--- config.mk ---
export PLATFORM = sky130hd
export DESIGN_NAME = silife_max7219
export DESIGN_NICKNAME = d
export VERILOG_FILES = /design/src/rtl/silife_max7219.sv
export SDC_FILE = /design/constraint.sdc
export NUM_CORES = 1
export LEC_CHECK = 0
export CAP_MARGIN = 30
export CELL_PAD_IN_SITES_DETAIL_PLACEMENT = 1
export CELL_PAD_IN_SITES_GLOBAL_PLACEMENT = 2
export CORE_AREA = 2 2 137 139
export CTS_CLUSTER_DIAMETER = 60
export DETAILED_ROUTE_END_ITERATION = 10
export DIE_AREA = 0 0 139 141
export PLACE_DENSITY = 0.74
export REMOVE_ABC_BUFFERS = 1
export SYNTH_ARGS = -nofsm -noshare
export SYNTH_HDL_FRONTEND = slang
export SYNTH_SLANG_ARGS = --single-unit
--- constraint.sdc ---
create_clock -name clk -period 7.5 [get_ports clk]
set_input_delay 1.125 -clock clk [delete_from_list [all_inputs] [get_ports clk]]
set_output_delay 1.125 -clock clk [all_outputs]
set_load 0.02 [all_outputs]
--- src/rtl/silife_max7219.sv ---
// silife_max7219: pushes an 8x8 Game-of-Life grid to a MAX7219 LED-matrix
// controller. After reset it sends the 5-word init sequence by itself. Each
// frame request then sends the 8 row registers followed by the intensity word.
// Each word is 16 bits, sent MSB first, with CS low for the whole word.
module silife_max7219 #(
    parameter int CLK_DIV = 2
) (
    input  logic        clk,
    input  logic        reset,
    input  logic [63:0] i_cells,
    input  logic        i_frame,
    input  logic [3:0]  i_intensity,
    output logic        o_busy,
    output logic        o_cs,
    output logic        o_sck,
    output logic        o_mosi
);

    typedef enum logic [1:0] {S_INIT, S_IDLE, S_FRAME} state_t;
    typedef enum logic [1:0] {P_LOAD, P_SHIFT, P_GAP} phase_t;

    localparam logic [8:0] HALF_END = 9'(CLK_DIV - 1);
    localparam logic [8:0] GAP_END  = 9'(2 * CLK_DIV - 1);

    state_t      r_state;
    phase_t      r_phase;
    logic [3:0]  r_word;
    logic [3:0]  r_bit;
    logic [8:0]  r_div;
    logic [14:0] r_shift;
    logic [63:0] r_cells;
    logic        r_pend;
    logic        r_cs, r_sck, r_mosi, r_busy;

    logic        w_last, w_start;
    state_t      w_ld_state;
    logic [3:0]  w_ld_idx;
    logic [63:0] w_ld_cells;
    logic [15:0] w_ld_word;

    // Word idx of the init or frame sequence. Row r is cells[8r+7:8r] and goes to address r+1.
    function automatic logic [15:0] f_word(state_t st, logic [3:0] idx,
                                           logic [63:0] cells, logic [3:0] inten);
        logic [15:0] w;
        w = {8'h0A, 4'h0, inten};
        if (st == S_INIT) begin
            case (idx)
                4'd0:    w = 16'h0C01;
                4'd1:    w = 16'h0B07;
                4'd2:    w = 16'h0900;
                4'd3:    w = {8'h0A, 4'h0, inten};
                default: w = 16'h0F00;
            endcase
        end else if (idx < 4'd8) begin
            w = {4'h0, idx + 4'd1, cells[{idx[2:0], 3'b000} +: 8]};
        end
        return w;
    endfunction

    // Select the next word to load. At the end of a sequence, a pending or
    // arriving request starts a new frame at once, with no idle cycle between frames.
    always_comb begin
        w_last     = (r_state == S_INIT) ? (r_word == 4'd4) : (r_word == 4'd8);
        w_start    = w_last && (r_pend || i_frame);
        w_ld_state = r_state;
        w_ld_idx   = r_word;
        w_ld_cells = r_cells;
        if (r_phase == P_GAP) begin
            if (w_start) begin
                w_ld_state = S_FRAME;
                w_ld_idx   = 4'd0;
                w_ld_cells = i_cells;
            end else begin
                w_ld_idx = r_word + 4'd1;
            end
        end
        w_ld_word = f_word(w_ld_state, w_ld_idx, w_ld_cells, i_intensity);
    end

    // Sequence and word FSM, serial shifter and registered SPI outputs.
    always_ff @(posedge clk or negedge reset) begin
        if (!reset) begin
            r_state <= S_INIT;
            r_phase <= P_LOAD;
            r_word  <= 4'd0;
            r_bit   <= 4'hF;
            r_div   <= 9'd0;
            r_shift <= 15'd0;
            r_cells <= 64'd0;
            r_pend  <= 1'b0;
            r_cs    <= 1'b1;
            r_sck   <= 1'b0;
            r_mosi  <= 1'b0;
            r_busy  <= 1'b1;
        end else begin
            // Pending flag holds one request. Extra requests are dropped.
            // A frame start clears the flag; the assignment below wins.
            if (i_frame && r_state != S_IDLE)
                r_pend <= 1'b1;
            case (r_state)
                S_IDLE: begin
                    if (i_frame) begin
                        r_state <= S_FRAME;
                        r_phase <= P_LOAD;
                        r_word  <= 4'd0;
                        r_cells <= i_cells;
                        r_busy  <= 1'b1;
                    end
                end
                default: begin
                    case (r_phase)
                        P_LOAD: begin
                            r_shift <= w_ld_word[14:0];
                            r_mosi  <= w_ld_word[15];
                            r_cs    <= 1'b0;
                            r_sck   <= 1'b0;
                            r_div   <= 9'd0;
                            r_bit   <= 4'hF;
                            r_phase <= P_SHIFT;
                        end
                        P_SHIFT: begin
                            if (r_div == HALF_END) begin
                                r_div <= 9'd0;
                                if (!r_sck) begin
                                    r_sck <= 1'b1;
                                end else begin
                                    r_sck <= 1'b0;
                                    if (r_bit == 4'd0) begin
                                        r_cs    <= 1'b1;
                                        r_mosi  <= 1'b0;
                                        r_phase <= P_GAP;
                                    end else begin
                                        r_bit   <= r_bit - 4'd1;
                                        r_mosi  <= r_shift[14];
                                        r_shift <= {r_shift[13:0], 1'b0};
                                    end
                                end
                            end else begin
                                r_div <= r_div + 9'd1;
                            end
                        end
                        default: begin
                            if (r_div == GAP_END) begin
                                r_div <= 9'd0;
                                if (w_last && !w_start) begin
                                    r_state <= S_IDLE;
                                    r_phase <= P_LOAD;
                                    r_busy  <= 1'b0;
                                end else begin
                                    r_state <= w_ld_state;
                                    r_word  <= w_ld_idx;
                                    r_shift <= w_ld_word[14:0];
                                    r_mosi  <= w_ld_word[15];
                                    r_cs    <= 1'b0;
                                    r_bit   <= 4'hF;
                                    r_phase <= P_SHIFT;
                                    if (w_start) begin
                                        r_cells <= i_cells;
                                        r_pend  <= 1'b0;
                                    end
                                end
                            end else begin
                                r_div <= r_div + 9'd1;
                            end
                        end
                    endcase
                end
            endcase
        end
    end

    assign o_busy = r_busy;
    assign o_cs   = r_cs;
    assign o_sck  = r_sck;
    assign o_mosi = r_mosi;

endmodule

==> flow_metrics.tcl <==
set metrics [dict create \
    ff2ff_setup_slack_ns 4.07 \
    holdPathEnd "o_busy$_DFFE_PN1P_" \
    cts_tree "yes" \
    port_buffers 74 \
    viasPerCell 5.30 \
    fin_skew_ns 0.00727 \
    fp-row-count 50 \
    ys_types 72 \
    final.period_utilization_pct 47.4 \
    power.share.clock_pct 42.0 \
    max-cap-violations 0 \
    ys_async_sr_fraction_pct 100 \
    worst_slew_pin_slew_ns 0.778 \
    critPathLaunchType "input pin" \
    maxSlewViolCount 0 \
    synth_ff_type "dfrtp_1" \
    postCtsSetupRepairBufs 0 \
    clk_pin_slew_worst_paths_ns 0.07 \
    gp_congestion 0.825 \
    routed_wl_microns 16300 \
    avgSynthCellArea_sq_um 11.0 \
    mostFrequentLayoutCells "dfrtp_1 (99), clkdlybuf4s50_1 (73), nand2_1 (70), mux2_4 (61), mux2i_1 (33)" \
    layout_commonest_cell "dfrtp_1" \
    slew_headroom_pct 48.1 \
    status "finished, final reports clean" \
    end_kind "flip-flop" \
    hp-class "reg -> reg" \
    cts_hold_buf 0 \
    ys_warn_count 0 \
    synth-seq-area-share_pct 42.5 \
    rsz0062_at_grt "no" \
    netSwitchingFraction_pct 23.3 \
    internal_power_uw 966 \
    p_per_area_mw_per_mm2 168 \
    rr_worst_depth 8 \
    first_iter_violations 189 \
    first_global_vias 4944 \
    critPathMaxFanout 16 \
    grt_overflow 0 \
    fin_cells 868 \
    p_seq_share_pct 47.6 \
    vias 4602 \
    die_w_microns 139 \
    track_usage_pct 16.9 \
    fill_cells 2003 \
    fmax_mhz 281 \
    coreArea_sq_mm 0.0183 \
    ys_ff_latch 105 \
    timing.rr.start "r_state[0]$_DFFE_PN0P_" \
    finalSetupTns_ns 0 \
    antenna_found_initial 0 \
    wire_per_inst_microns 18.8 \
    synth_edf_count 0 \
    min_path_cells 2 \
    path_class "in -> reg" \
    setup_viol 0 \
    switching_power_uw 294 \
    pwr-share-comb_pct 10.4 \
    clkSinkCount 105 \
    syn_inst 562 \
    cts_root_buffer "clkbuf_16" \
    cts_buffers 9 \
    dp.cells 852 \
    grt_pass1_wl_microns 26700 \
    min_from "o_busy$_DFFE_PN1P_" \
    arrival_ns 3.79 \
    nets 709 \
    area_growth_syn_to_layout_pct 20.9 \
    cp.required_ns 7.74 \
    synth_top_area_share_pct 40.0 \
    ir_drop_mv 0.118 \
    min_period_ns 3.55 \
    start_util_pct 33.9 \
    die_y_microns 141 \
    ant_nets 0 \
    clk_path_buf_depth 2 \
    drtPass1Iterations 6 \
    r2r_end "r_cells[42]$_DFFE_PN0P_" \
    io_pins 75 \
    postCtsResizedCells 0 \
    hold_violations 0 \
    synth_area_sq_mm 0.00619 \
    antenna_cells 0 \
    yosys-top-cells-area "dfrtp_1 (40%), mux2_4 (15%), mux2i_1 (5.3%), nand2_1 (4.2%), dfstp_2 (2.5%)" \
    post-route-drc-count 0 \
    h-tree-depth 3 \
    drive_gt1_share_pct 21.3 \
    die_area_sq_mm 0.0196 \
    dp_hpwl_microns 11500 \
    postLayoutCoreUtil_pct 41.0 \
    leakagePower_uw 0.00326 \
    yosys.area.top_type "dfrtp_1" \
    grt_max_degree 69 \
    clk_latency_ns 0.35 \
]
-- cell usage after synthesis (5+ instances only) --
cell and instances:
a211oi_1 5, a21oi_1 21, a22oi_1 7, and3_1 8, buf_2 8, buf_8 6, clkbuf_1 10, dfrtp_1 99
dfstp_2 6, ha_1 9, inv_1 12, mux2_2 13, mux2_4 61, mux2i_1 33, nand2_1 70, nand2b_1 6
nand3_1 25, nor2_1 24, nor3_1 6, o211ai_1 6, o21ai_0 28, o31ai_1 7
-- sequential cells by signal, summed over array words and instances (netlist names) --
signal   flops
r_cells     64
r_shift     15
r_div        9
r_bit        4
r_word       4
r_phase      2
r_state      2
o_busy       1
o_cs         1
o_mosi       1
o_sck        1
r_pend       1
-- cells by family (layout without fill, tap and decap cells) --
kind of cell | count (synthesis) | count (layout) | share of synthesized area, %
and+or+nand+nor | 174 | 174 | 13.9
AOI/OAI and AO/OA | 117 | 117 | 13.6
muxes | 109 | 109 | 23.1
DFF | 105 | 105 | 42.5
buffers and inverters | 42 | 114 | 4.22
adders and majority gates | 9 | 9 | 1.82
xor gates and xnor gates | 6 | 6 | 0.848
-- area by class of cell --
cell class | count | area (sq um) | share of cell area [%]
clock buffers | 10 | 239 | 3.19
clock inverters | 6 | 90.1 | 1.20
inverters | 12 | 45.0 | 0.601
multi-input cells | 415 | 3310 | 44.2
flip-flops and latches | 105 | 2640 | 35.2
well taps | 234 | 293 | 3.91
repair buffers | 86 | 876 | 11.7
-- power by group through the flow --
stage / sequential [uW] / combinational [uW] / clock [uW]
5_1_grt: 602 / 143 / 559
3_5_place_dp: 611 / 133 / 0
4_1_cts: 600 / 134 / 542
2_1_floorplan: 605 / 61.6 / 0
3_3_place_gp: 609 / 127 / 0
6_report: 600 / 131 / 529
-- stage by stage --
| step | setup slack [ns] | power [uW] | area [sq um] | hold slack (ns) |
|---|---|---|---|---|
| after floorplan | 3.92 | 667 | 5980 | 0.451 |
| after CTS | 3.93 | 1280 | 7490 | 0.472 |
| after detailed placement | 3.56 | 743 | 7160 | 0.460 |
| after global routing | 3.72 | 1300 | 7490 | 0.490 |
| final | 3.95 | 1260 | 7490 | 0.467 |
| after global placement | 3.52 | 737 | 7090 | 0.453 |
-- layer usage --
metal	track usage, %	vias to the layer above	wire (microns)
met5	0	-	0
met4	5.64	0	349
met3	2.17	19	421
met2	29.6	70	7960
met1	21.7	2322	7550
li1	-	2191	-
-- how the worst max path moves through the flow --
stage / from / end / slack [ns]
floorplan: r_state[0]$_DFFE_PN0P_ / r_cells[42]$_DFFE_PN0P_ / 3.92
global placement: i_frame / r_shift[3]$_DFFE_PN0P_ / 3.52
detailed placement: i_frame / r_shift[3]$_DFFE_PN0P_ / 3.56
CTS: i_frame / r_shift[3]$_DFFE_PN0P_ / 3.93
global route: i_frame / r_shift[3]$_DFFE_PN0P_ / 3.72
finish: i_frame / r_shift[3]$_DFFE_PN0P_ / 3.95
-- critical path, cell delays in order --
cell and delay, ns:
clkdlybuf4s50_1 0.56, o21ai_0 0.14, o211a_1 0.26, mux2i_2 0.43
buf_4 0.35, mux2_2 0.38, o211ai_1 0.16, a211oi_1 0.09
a32o_1 0.28
No activity file was read; power rests on OpenSTA's default activity.
